$ cat config.mk
export PLATFORM = sky130hd
export DESIGN_NAME = rpn_stack_flat
export DESIGN_NICKNAME = d
export VERILOG_FILES = /design/src/rtl/rpn_pkg.sv /design/src/rtl/rpn_stack_if.sv /design/src/rtl/rpn_stack_mem.sv /design/src/rtl/rpn_stack.sv /design/src/flat_wrapper.sv
export SDC_FILE = /design/constraint.sdc
export NUM_CORES = 1
export LEC_CHECK = 0
export ABC_AREA = 1
export ABC_CLOCK_PERIOD_IN_PS = 3520
export BUFFER_PORTS_ARGS = -buffer_cell sky130_fd_sc_hd__buf_2
export CORE_ASPECT_RATIO = 0.75
export CORE_MARGIN = 4
export CORE_UTILIZATION = 43
export DETAILED_ROUTE_END_ITERATION = 6
export PLACE_DENSITY = 0.67
export SETUP_SLACK_MARGIN = 0.05
export SYNTH_ARGS = -nofsm -noshare
export SYNTH_HDL_FRONTEND = slang
export SYNTH_SLANG_ARGS = --single-unit
$ cat constraint.sdc
create_clock -name clk -period 3.52 [get_ports clk]
set_input_delay 0.352 -clock clk [delete_from_list [all_inputs] [get_ports clk]]
set_output_delay 0.352 -clock clk [all_outputs]
set_load 0.05 [all_outputs]
$ cat src/rtl/rpn_pkg.sv
// Shared RPN calculator types: datapath word and default operand-stack depth.
// No logic; consumed by stack_controller, rpn_stack and the ALU.
package rpn_pkg;
    localparam int WORD_W      = 16;
    localparam int STACK_DEPTH = 16;

    typedef logic [WORD_W-1:0] word_t;

    // One command per cycle, listed in decreasing priority.
    typedef enum logic [2:0] {
        CMD_HOLD,
        CMD_CLR,
        CMD_REPL,
        CMD_PUSH_UF,
        CMD_PUSH,
        CMD_OVF,
        CMD_POP,
        CMD_UF
    } cmd_e;
endpackage

$ cat src/rtl/rpn_stack_if.sv
// Operand stack port bundle: push/pop/flush requests in, top entries and status out.
// No handshake: requests are resolved in the cycle presented.
interface rpn_stack_if #(
    parameter int WIDTH = rpn_pkg::WORD_W,
    parameter int DEPTH = rpn_pkg::STACK_DEPTH
);
    logic [WIDTH-1:0]        din;
    logic                    wen;
    logic                    pop;
    logic                    clr;
    logic                    err_clr;
    logic [WIDTH-1:0]        tos;
    logic [WIDTH-1:0]        nos;
    logic [$clog2(DEPTH):0]  depth;
    logic                    empty;
    logic                    full;
    logic                    overflow;
    logic                    underflow;

    modport master (
        output din, wen, pop, clr, err_clr,
        input  tos, nos, depth, empty, full, overflow, underflow
    );

    modport slave (
        input  din, wen, pop, clr, err_clr,
        output tos, nos, depth, empty, full, overflow, underflow
    );
endinterface

$ cat src/rtl/rpn_stack_mem.sv
// Stack storage: one synchronous write port, two combinational read ports; no reset.
// Write lands on the clock edge; reads are zero-latency; never stalls.
module rpn_stack_mem #(
    parameter  int WIDTH = 16,
    parameter  int DEPTH = 16,
    localparam int AW    = $clog2(DEPTH)
) (
    input  logic             clk,
    input  logic             we,
    input  logic [AW-1:0]    waddr,
    input  logic [WIDTH-1:0] wdat,
    input  logic [AW-1:0]    raddr0,
    input  logic [AW-1:0]    raddr1,
    output logic [WIDTH-1:0] rdat0,
    output logic [WIDTH-1:0] rdat1
);
    logic [WIDTH-1:0] mem [DEPTH];

    always_ff @(posedge clk) begin
        if (we) begin
            mem[waddr] <= wdat;
        end
    end

    assign rdat0 = mem[raddr0];
    assign rdat1 = mem[raddr1];
endmodule

$ cat src/rtl/rpn_stack.sv
// RPN operand stack: push/pop/replace-top/flush, outputs valid right after the edge; no stall,
// rejected requests raise overflow/underflow. RPN_STACK_STICKY_ERR_EN makes the flags sticky.
module rpn_stack
    import rpn_pkg::*;
#(
    parameter int WIDTH = WORD_W,
    parameter int DEPTH = STACK_DEPTH
) (
    input logic        clk,
    input logic        rst_n,
    rpn_stack_if.slave bus
);
    localparam int AW = $clog2(DEPTH);
    localparam int PW = AW + 1;

    logic [PW-1:0]    sp;
    logic [PW-1:0]    sp_nxt;
    cmd_e             cmd;
    logic             is_empty;
    logic             is_full;
    logic             we;
    logic [AW-1:0]    waddr;
    logic [AW-1:0]    top_idx;
    logic [AW-1:0]    nos_idx;
    logic [WIDTH-1:0] rd_top;
    logic [WIDTH-1:0] rd_nos;
    logic             ovf_evt;
    logic             unf_evt;
    logic             overflow_q;
    logic             underflow_q;

    assign is_empty = (sp == '0);
    assign is_full  = (sp == PW'(DEPTH));
    assign top_idx  = AW'(sp - PW'(1));
    assign nos_idx  = AW'(sp - PW'(2));

    always_comb begin
        cmd = CMD_HOLD;
        if (bus.clr)                          cmd = CMD_CLR;
        else if (bus.wen && bus.pop && !is_empty) cmd = CMD_REPL;
        else if (bus.wen && bus.pop)          cmd = CMD_PUSH_UF;
        else if (bus.wen && !is_full)         cmd = CMD_PUSH;
        else if (bus.wen)                     cmd = CMD_OVF;
        else if (bus.pop && !is_empty)        cmd = CMD_POP;
        else if (bus.pop)                     cmd = CMD_UF;
    end

    always_comb begin
        sp_nxt  = sp;
        we      = 1'b0;
        waddr   = AW'(sp);
        ovf_evt = 1'b0;
        unf_evt = 1'b0;
        case (cmd)
            CMD_CLR:     sp_nxt = '0;
            CMD_REPL: begin
                we    = 1'b1;
                waddr = top_idx;
            end
            CMD_PUSH_UF: begin
                we      = 1'b1;
                waddr   = '0;
                sp_nxt  = PW'(1);
                unf_evt = 1'b1;
            end
            CMD_PUSH: begin
                we     = 1'b1;
                sp_nxt = sp + PW'(1);
            end
            CMD_OVF:     ovf_evt = 1'b1;
            CMD_POP:     sp_nxt  = sp - PW'(1);
            CMD_UF:      unf_evt = 1'b1;
            default:     ;
        endcase
    end

    always_ff @(posedge clk) begin
        if (!rst_n) begin
            sp          <= '0;
            overflow_q  <= 1'b0;
            underflow_q <= 1'b0;
        end else begin
            sp <= sp_nxt;
`ifdef RPN_STACK_STICKY_ERR_EN
            // A fresh error beats err_clr arriving in the same cycle.
            overflow_q  <= ovf_evt | (overflow_q  & ~bus.err_clr & ~bus.clr);
            underflow_q <= unf_evt | (underflow_q & ~bus.err_clr & ~bus.clr);
`else
            overflow_q  <= ovf_evt;
            underflow_q <= unf_evt;
`endif
        end
    end

`ifndef RPN_STACK_STICKY_ERR_EN
    logic unused_err_clr;
    assign unused_err_clr = bus.err_clr;
`endif

    // Reset discards the same-cycle command, including its write.
    rpn_stack_mem #(.WIDTH(WIDTH), .DEPTH(DEPTH)) u_mem (
        .clk    (clk),
        .we     (we & rst_n),
        .waddr  (waddr),
        .wdat   (bus.din),
        .raddr0 (top_idx),
        .raddr1 (nos_idx),
        .rdat0  (rd_top),
        .rdat1  (rd_nos)
    );

    assign bus.tos       = is_empty ? '0 : rd_top;
    assign bus.nos       = (sp < PW'(2)) ? '0 : rd_nos;
    assign bus.depth     = sp;
    assign bus.empty     = is_empty;
    assign bus.full      = is_full;
    assign bus.overflow  = overflow_q;
    assign bus.underflow = underflow_q;
endmodule

$ cat src/flat_wrapper.sv
// flat-port wrapper written by rule: the top's interface ports become plain ports
module rpn_stack_flat import rpn_pkg::*;
#(
    parameter int WIDTH = WORD_W,
    parameter int DEPTH = STACK_DEPTH
)
  (clk, rst_n, bus_din, bus_wen, bus_pop, bus_clr, bus_err_clr, bus_tos, bus_nos, bus_depth, bus_empty, bus_full, bus_overflow, bus_underflow);
  rpn_stack_if #(.WIDTH(WIDTH), .DEPTH(DEPTH)) bus_i ();
  input logic clk;
  input logic rst_n;
  input wire logic [$bits(bus_i.din)-1:0] bus_din;
  input wire logic [$bits(bus_i.wen)-1:0] bus_wen;
  input wire logic [$bits(bus_i.pop)-1:0] bus_pop;
  input wire logic [$bits(bus_i.clr)-1:0] bus_clr;
  input wire logic [$bits(bus_i.err_clr)-1:0] bus_err_clr;
  output wire logic [$bits(bus_i.tos)-1:0] bus_tos;
  output wire logic [$bits(bus_i.nos)-1:0] bus_nos;
  output wire logic [$bits(bus_i.depth)-1:0] bus_depth;
  output wire logic [$bits(bus_i.empty)-1:0] bus_empty;
  output wire logic [$bits(bus_i.full)-1:0] bus_full;
  output wire logic [$bits(bus_i.overflow)-1:0] bus_overflow;
  output wire logic [$bits(bus_i.underflow)-1:0] bus_underflow;
  assign bus_i.din = bus_din;
  assign bus_i.wen = bus_wen;
  assign bus_i.pop = bus_pop;
  assign bus_i.clr = bus_clr;
  assign bus_i.err_clr = bus_err_clr;
  assign bus_tos = bus_i.tos;
  assign bus_nos = bus_i.nos;
  assign bus_depth = bus_i.depth;
  assign bus_empty = bus_i.empty;
  assign bus_full = bus_i.full;
  assign bus_overflow = bus_i.overflow;
  assign bus_underflow = bus_i.underflow;
  rpn_stack #(.WIDTH(WIDTH), .DEPTH(DEPTH)) u_core (.clk(clk), .rst_n(rst_n), .bus(bus_i));
endmodule
---- After elaboration in Yosys (flattened, before gate mapping) ----
Memory sizes are Yosys's and may differ from the RTL's.
Cells that the tools add are included.
operators by class
  muxes and demuxes ....................... 16
  magnitude comparators ................... 1
  equality and inequality tests ........... 8
  reductions and logical operators ........ 10
  bitwise logic cells ..................... 1
  $add $sub $neg .......................... 3
operators with widths
  cell                 count
  $mux 16              2
  $mux 3               7
  $pmux 5 s4           1
  $eq 3x3->1 const B   4
  $pmux 4 s2           1
  $eq 3x2->1 const B   2
  $add 5x1->5 const B  1
  $eq 5x5->1 const B   1
  $logic_not 5->1      1
  $lt 5x2->1 const B   1
  $mux 1               5
  $sub 5x1->5 const B  1
  $logic_and 1x1->1    4
  $reduce_bool 4->1    1
  $sub 4x2->4 const B  1
  $eq 3x1->1 const B   1
  $reduce_or 3->1      1
  $logic_not 1->1      2
  $reduce_or 2->1      1
  $and 1x1->1          1
storage, ports and cells
  memories ................................ 1
  output and inout port bits .............. 41
  bits in registers ....................... 7
  RAM bits ................................ 256
  logic and storage cells ................. 43
  input port bits ......................... 22
memories
  memory            depth  width  read ports  clocked after memory_dff  write ports  RTL line             RTL
  u_core.u_mem.mem  16     16     2           0                         1            rpn_stack_mem.sv:17  logic [WIDTH-1:0] mem [DEPTH];

---- Logic depth before layout (Yosys ltp) ----
  depth after elaboration ................. 15
  gate-level depth with buffers ........... 15
  gate-level depth less buffers ........... 12

---- Cells and area by module ----
From an unflattened synthesis, not the netlist that was laid out.
unflattened totals
  cells, all modules ...................... 1819
  area total of the unflattened synthesis .. 14746.6 sq um
modules (own cells, without submodules)
  module         area each (sq um)  seq. area each (sq um)  cells each  instances
  rpn_stack_mem  13719.4            7687.4                  1641        1
  rpn_stack      1027.2             140.1                   178         1

---- Worst setup path after synthesis ----
OpenSTA, ideal clock, no wires.
  kind .................................... register to output
  from .................................... register u_core.sp[1], in the netlist u_core.bus.depth[1]
  to ...................................... output port bus_nos[10]
  path buffers ............................ 4
  stages on the path, launching flop included .. 11
  setup slack ............................. -137 ps
  required time ........................... 3168 ps
  data arrival time ....................... 3305 ps
  cell sequence ........................... dfxtp_1 buf_2 buf_2 inv_1 ha_1 clkbuf_1 inv_1 clkbuf_1 nand3_1 a21oi_1 a211oi_1
between the ends
  word-level cells in the longest chain between the ends .. 3
  elaborated cells between the ends (all ways) .. 4
  those cells by class .................... 1 x add/sub; 1 x order compare; 1 x mux; 1 x memory
RTL lines
  item                    RTL line            RTL
  from (decl)             rpn_stack.sv:16     logic [PW-1:0] sp;
  from (signal assigned)  rpn_stack.sv:83     sp <= sp_nxt;
  $sub 4x2->4             rpn_stack.sv:35     assign nos_idx = AW'(sp - PW'(2));
  $mem_v2 16x16           --
  $mux 16 (*)             rpn_stack.sv:113    assign bus.nos = (sp < PW'(2)) ? '0 : rd_nos;
  to (decl)               flat_wrapper.sv:17  output wire logic [$bits(bus_i.nos)-1:0] bus_nos;
Every way passes the cells marked *; elsewhere a longest branch is shown, timed or not.

---- Worst setup path after layout ----
  from .................................... register u_core.sp[0], in the netlist u_core.bus.depth[0]
  to ...................................... output port bus_tos[12]
between the ends
  word-level cells in the longest chain between the ends .. 3
  elaborated cells between the ends (all ways) .. 4
  those cells by class .................... 1 x add/sub; 1 x mux; 1 x reduce/logical; 1 x memory
RTL lines
  item           RTL line            RTL
  $sub 5x1->5    rpn_stack.sv:34     assign top_idx = AW'(sp - PW'(1));
  $mem_v2 16x16  --
  $mux 16 (*)    rpn_stack.sv:112    assign bus.tos = is_empty ? '0 : rd_top;
  to (decl)      flat_wrapper.sv:16  output wire logic [$bits(bus_i.tos)-1:0] bus_tos;
Marked as above.

==> summary.txt <==
Placed design
  – Cell Area, Placed: 0.0143 mm^2
  – Dpl hpwl: 23300 um
  – Inst Count DP: 1791
  – GPL Wtd Cong: about 0.84
  – IO buf count: 61

Clocking
  – Clock Latency Late Sink: around 550 ps
  – CTS tree: yes
  – Post-CTS Hold Fix Bufs: 0
  – Clock transition at path regs: approximately 60 ps
  – Clock Path Buffers: 3
  – Clock root buffer: clkbuf_16
  – CTS Buf Count: 27
  – Clock Sinks: 263
  – H-tree levels: 1

Timing
  – Minimum clock period: around 3300 ps
  – Pins Over Slew Limit: 0
  – RSZ-0062 raised after global routing: no
  – Fin crit share: 0.938
  – Final setup fails: 0
  – Setup TNS: 0 ps
  – Slew @ Worst Pin: 784 ps
  – Final Skew: 13.4 ps
  – Final Hold Fails: 0
  – Fmax: 303 MHz
  – Max-slew headroom: 0.477

Finish
  – Design Area, Final: about 0.015 mm^2
  – Commonest non-fill, non-tap cell in the layout: edfxtp_1
  – Layout Nets: 1454
  – # fillers: 2711
  – Final cell count without fillers: 1846
  – Multi-input gate area: 0.00466 mm^2
  – Most frequent cells in the layout: edfxtp_1 (256), a21oi_1 (202), o21ai_0 (197)
  – Register area: 0.00784 mm^2
  – Synthesis-to-finish area growth: 13.6%
  – Share of cells above drive strength 1: 0.143

Die
  – DIE AREA: ~0.034 mm^2
  – Initial Util: 0.441
  – Die Ht: between 150 and 200 um
  – Core Rows: 55
  – Die Wd: 212 um
  – Io pins: 63
  – Core ar.: approximately 0.030 mm^2

Power
  – Worst ir drop on vdd: 438 uV
  – Leakage: 5.55 nW
  – P per Cell Area: 532 mW/mm^2

Critical path
  – Crit Path Class: reg2out
  – Arrival time worst endpoint: roughly 3000 ps
  – CP max stage delay: ~400 ps
  – Worst path cell trace: inv_2 -> ha_1 -> xor2_2 -> inv_4 -> buf_4 -> a211oi_1 -> o21ai_1 -> nor2_1 -> clkbuf_4
  – Crit-path slowest cell: dfxtp_4
  – Req. time, crit path: about 3200 ps
  – Crit Path Max Fanout: 22
  – Critical path capture point type: primary output
  – Type of origin of the critical path: register

Detailed routing
  – Total number of vias: 10824
  – First-pass DRT Iterations: 5
  – Post-route ant nets: 0
  – WL per Instance: 21.5 um
  – Drt first-iter violations: 1275
  – Vias per inst: 5.86
  – Drt drc: 0
  – Drt total wl: 39700 um

Run status
  – Status: finished, final reports clean

Synth
  – FFs w/ async S/R, synth: 0
  – Mapped Cells: 1392
  – Syn_nets: 1421
  – Flops & latches, synth: 263
  – Synth warnings: 0
  – Synth unique cells: 32
  – Cell area after synthesis: 0.0135 mm^2
  – Post-synth EDFFs: about 260
  – Most common flop cell mapped by yosys: edfxtp_1
  – Mean Syn Cell Area: 9.67 um^2
  – Sequential area share after synthesis: 0.582

Global route
  – Gr usage total: 0.223
  – Vias in the first global route: 9663
  – GR Overflow Total: 0
  – Initial antenna violation count: 4
  – First-pass GRT wire length: 58800 um
  – Largest net degree at the start of global routing: 199

Worst hold path
  – Hold Crit Class: in2reg

Job
  – Max Cap Viol: 0
==> per-stage QoR <==
stage                      util  setup slack, ps  power [mW]  hold WS (ps)
final                     0.501              218        8.14          74.9
after global routing      0.501             86.4        8.43          92.6
after CTS                 0.499             46.3        8.14          62.3
after detailed placement  0.469              393        5.19           616
after global placement    0.469              375        5.17           618
after floorplan               -             -137        4.70           450
==> state kept, by name, summed over array words and instances, names as in the netlist <==
name / count
u_core.bus.underflow: 1
u_core.bus.overflow: 1
u_core.bus.depth: 5
u_core.u_mem.mem: 256
==> timing repair <==
item                       in CTS  in global routing
buffers inserted                0                  4
gates resized for setup         4                 10
setup endpoints to repair      11                 14
==> where the power goes <==
group,internal (mW),total [mW],leakage [nW],switching (mW)
registers,3.46,3.47,2.36,0.0163
logic,0.446,1.70,2.75,1.26
clock network,1.78,2.96,0.440,1.18
==> worst max-delay path, delay by kind of cell, from the launching register on <==
family                   cells  cell delay, ps
buffers and inverters        4             900
flip-flops                   1             400
AO/OA/AOI/OAI                2             390
adder cells (fa/ha/maj)      1             260
XOR/XNOR                     1             230
AND/OR/NAND/NOR              1             210
==> final cells by class <==
type / count / share of cell area
clock inverters: 14 / 0.0129
multi-input cells: 877 / 0.305
clock buffers: 35 / 0.0462
repair buffers: 112 / 0.0542
flip-flops and latches: 263 / 0.513
diodes: 2 / 0.000327
well taps: 399 / 0.0327
inverters: 144 / 0.0363
==> logic make-up (layout without fill, tap and decap cells) <==
kind of cell | count (synthesis) | after routing | synth area share
compound gates | 533 | 533 | 0.215
simple gates | 330 | 330 | 0.109
flops | 263 | 263 | 0.582
buf+inv | 252 | 305 | 0.0822
fa+ha+maj | 7 | 7 | 0.00651
xor+xnor | 7 | 7 | 0.00595
other cells | 0 | 2 | 0
==> cell usage after synthesis (13+ instances only) <==
master    count  area (um^2)
inv_1       140          526
o21ai_1      51          255
buf_2        32          160
nand2_1     150          563
o21ai_0     197          986
o211ai_1     48          360
nor2_1       54          203
a21oi_1     203         1020
nand3_1     107          536
buf_4        13         97.6
edfxtp_1    256         7690
clkbuf_1     45          169
a211oi_1     28          210
==> path summary, 6_finish.rpt <==
| check | endpoint | from | depth (start not counted) | slack [ps] |
|---|---|---|---|---|
| min reg2reg | u_core.bus.depth[4] | u_core.bus.depth[4] | 4 | 650 |
| min | u_core.bus.depth[2] | rst_n | 3 | 70 |
| max | bus_tos[12] | u_core.bus.depth[0] | 9 | 220 |
| max reg2reg | u_core.u_mem.mem[7][3] | u_core.bus.depth[0] | 9 | 610 |
==> routing by layer <==
| layer | share of wire | GRT usage |
|---|---|---|
| met1 | 0.44 | 0.335 |
| met2 | 0.44 | 0.331 |
| met3 | 0.11 | 0.0474 |
| met4 | 0.023 | 0.0541 |
| met5 | 0.00093 | 0 |
Note: power is estimated with default switching activity, not from simulation.
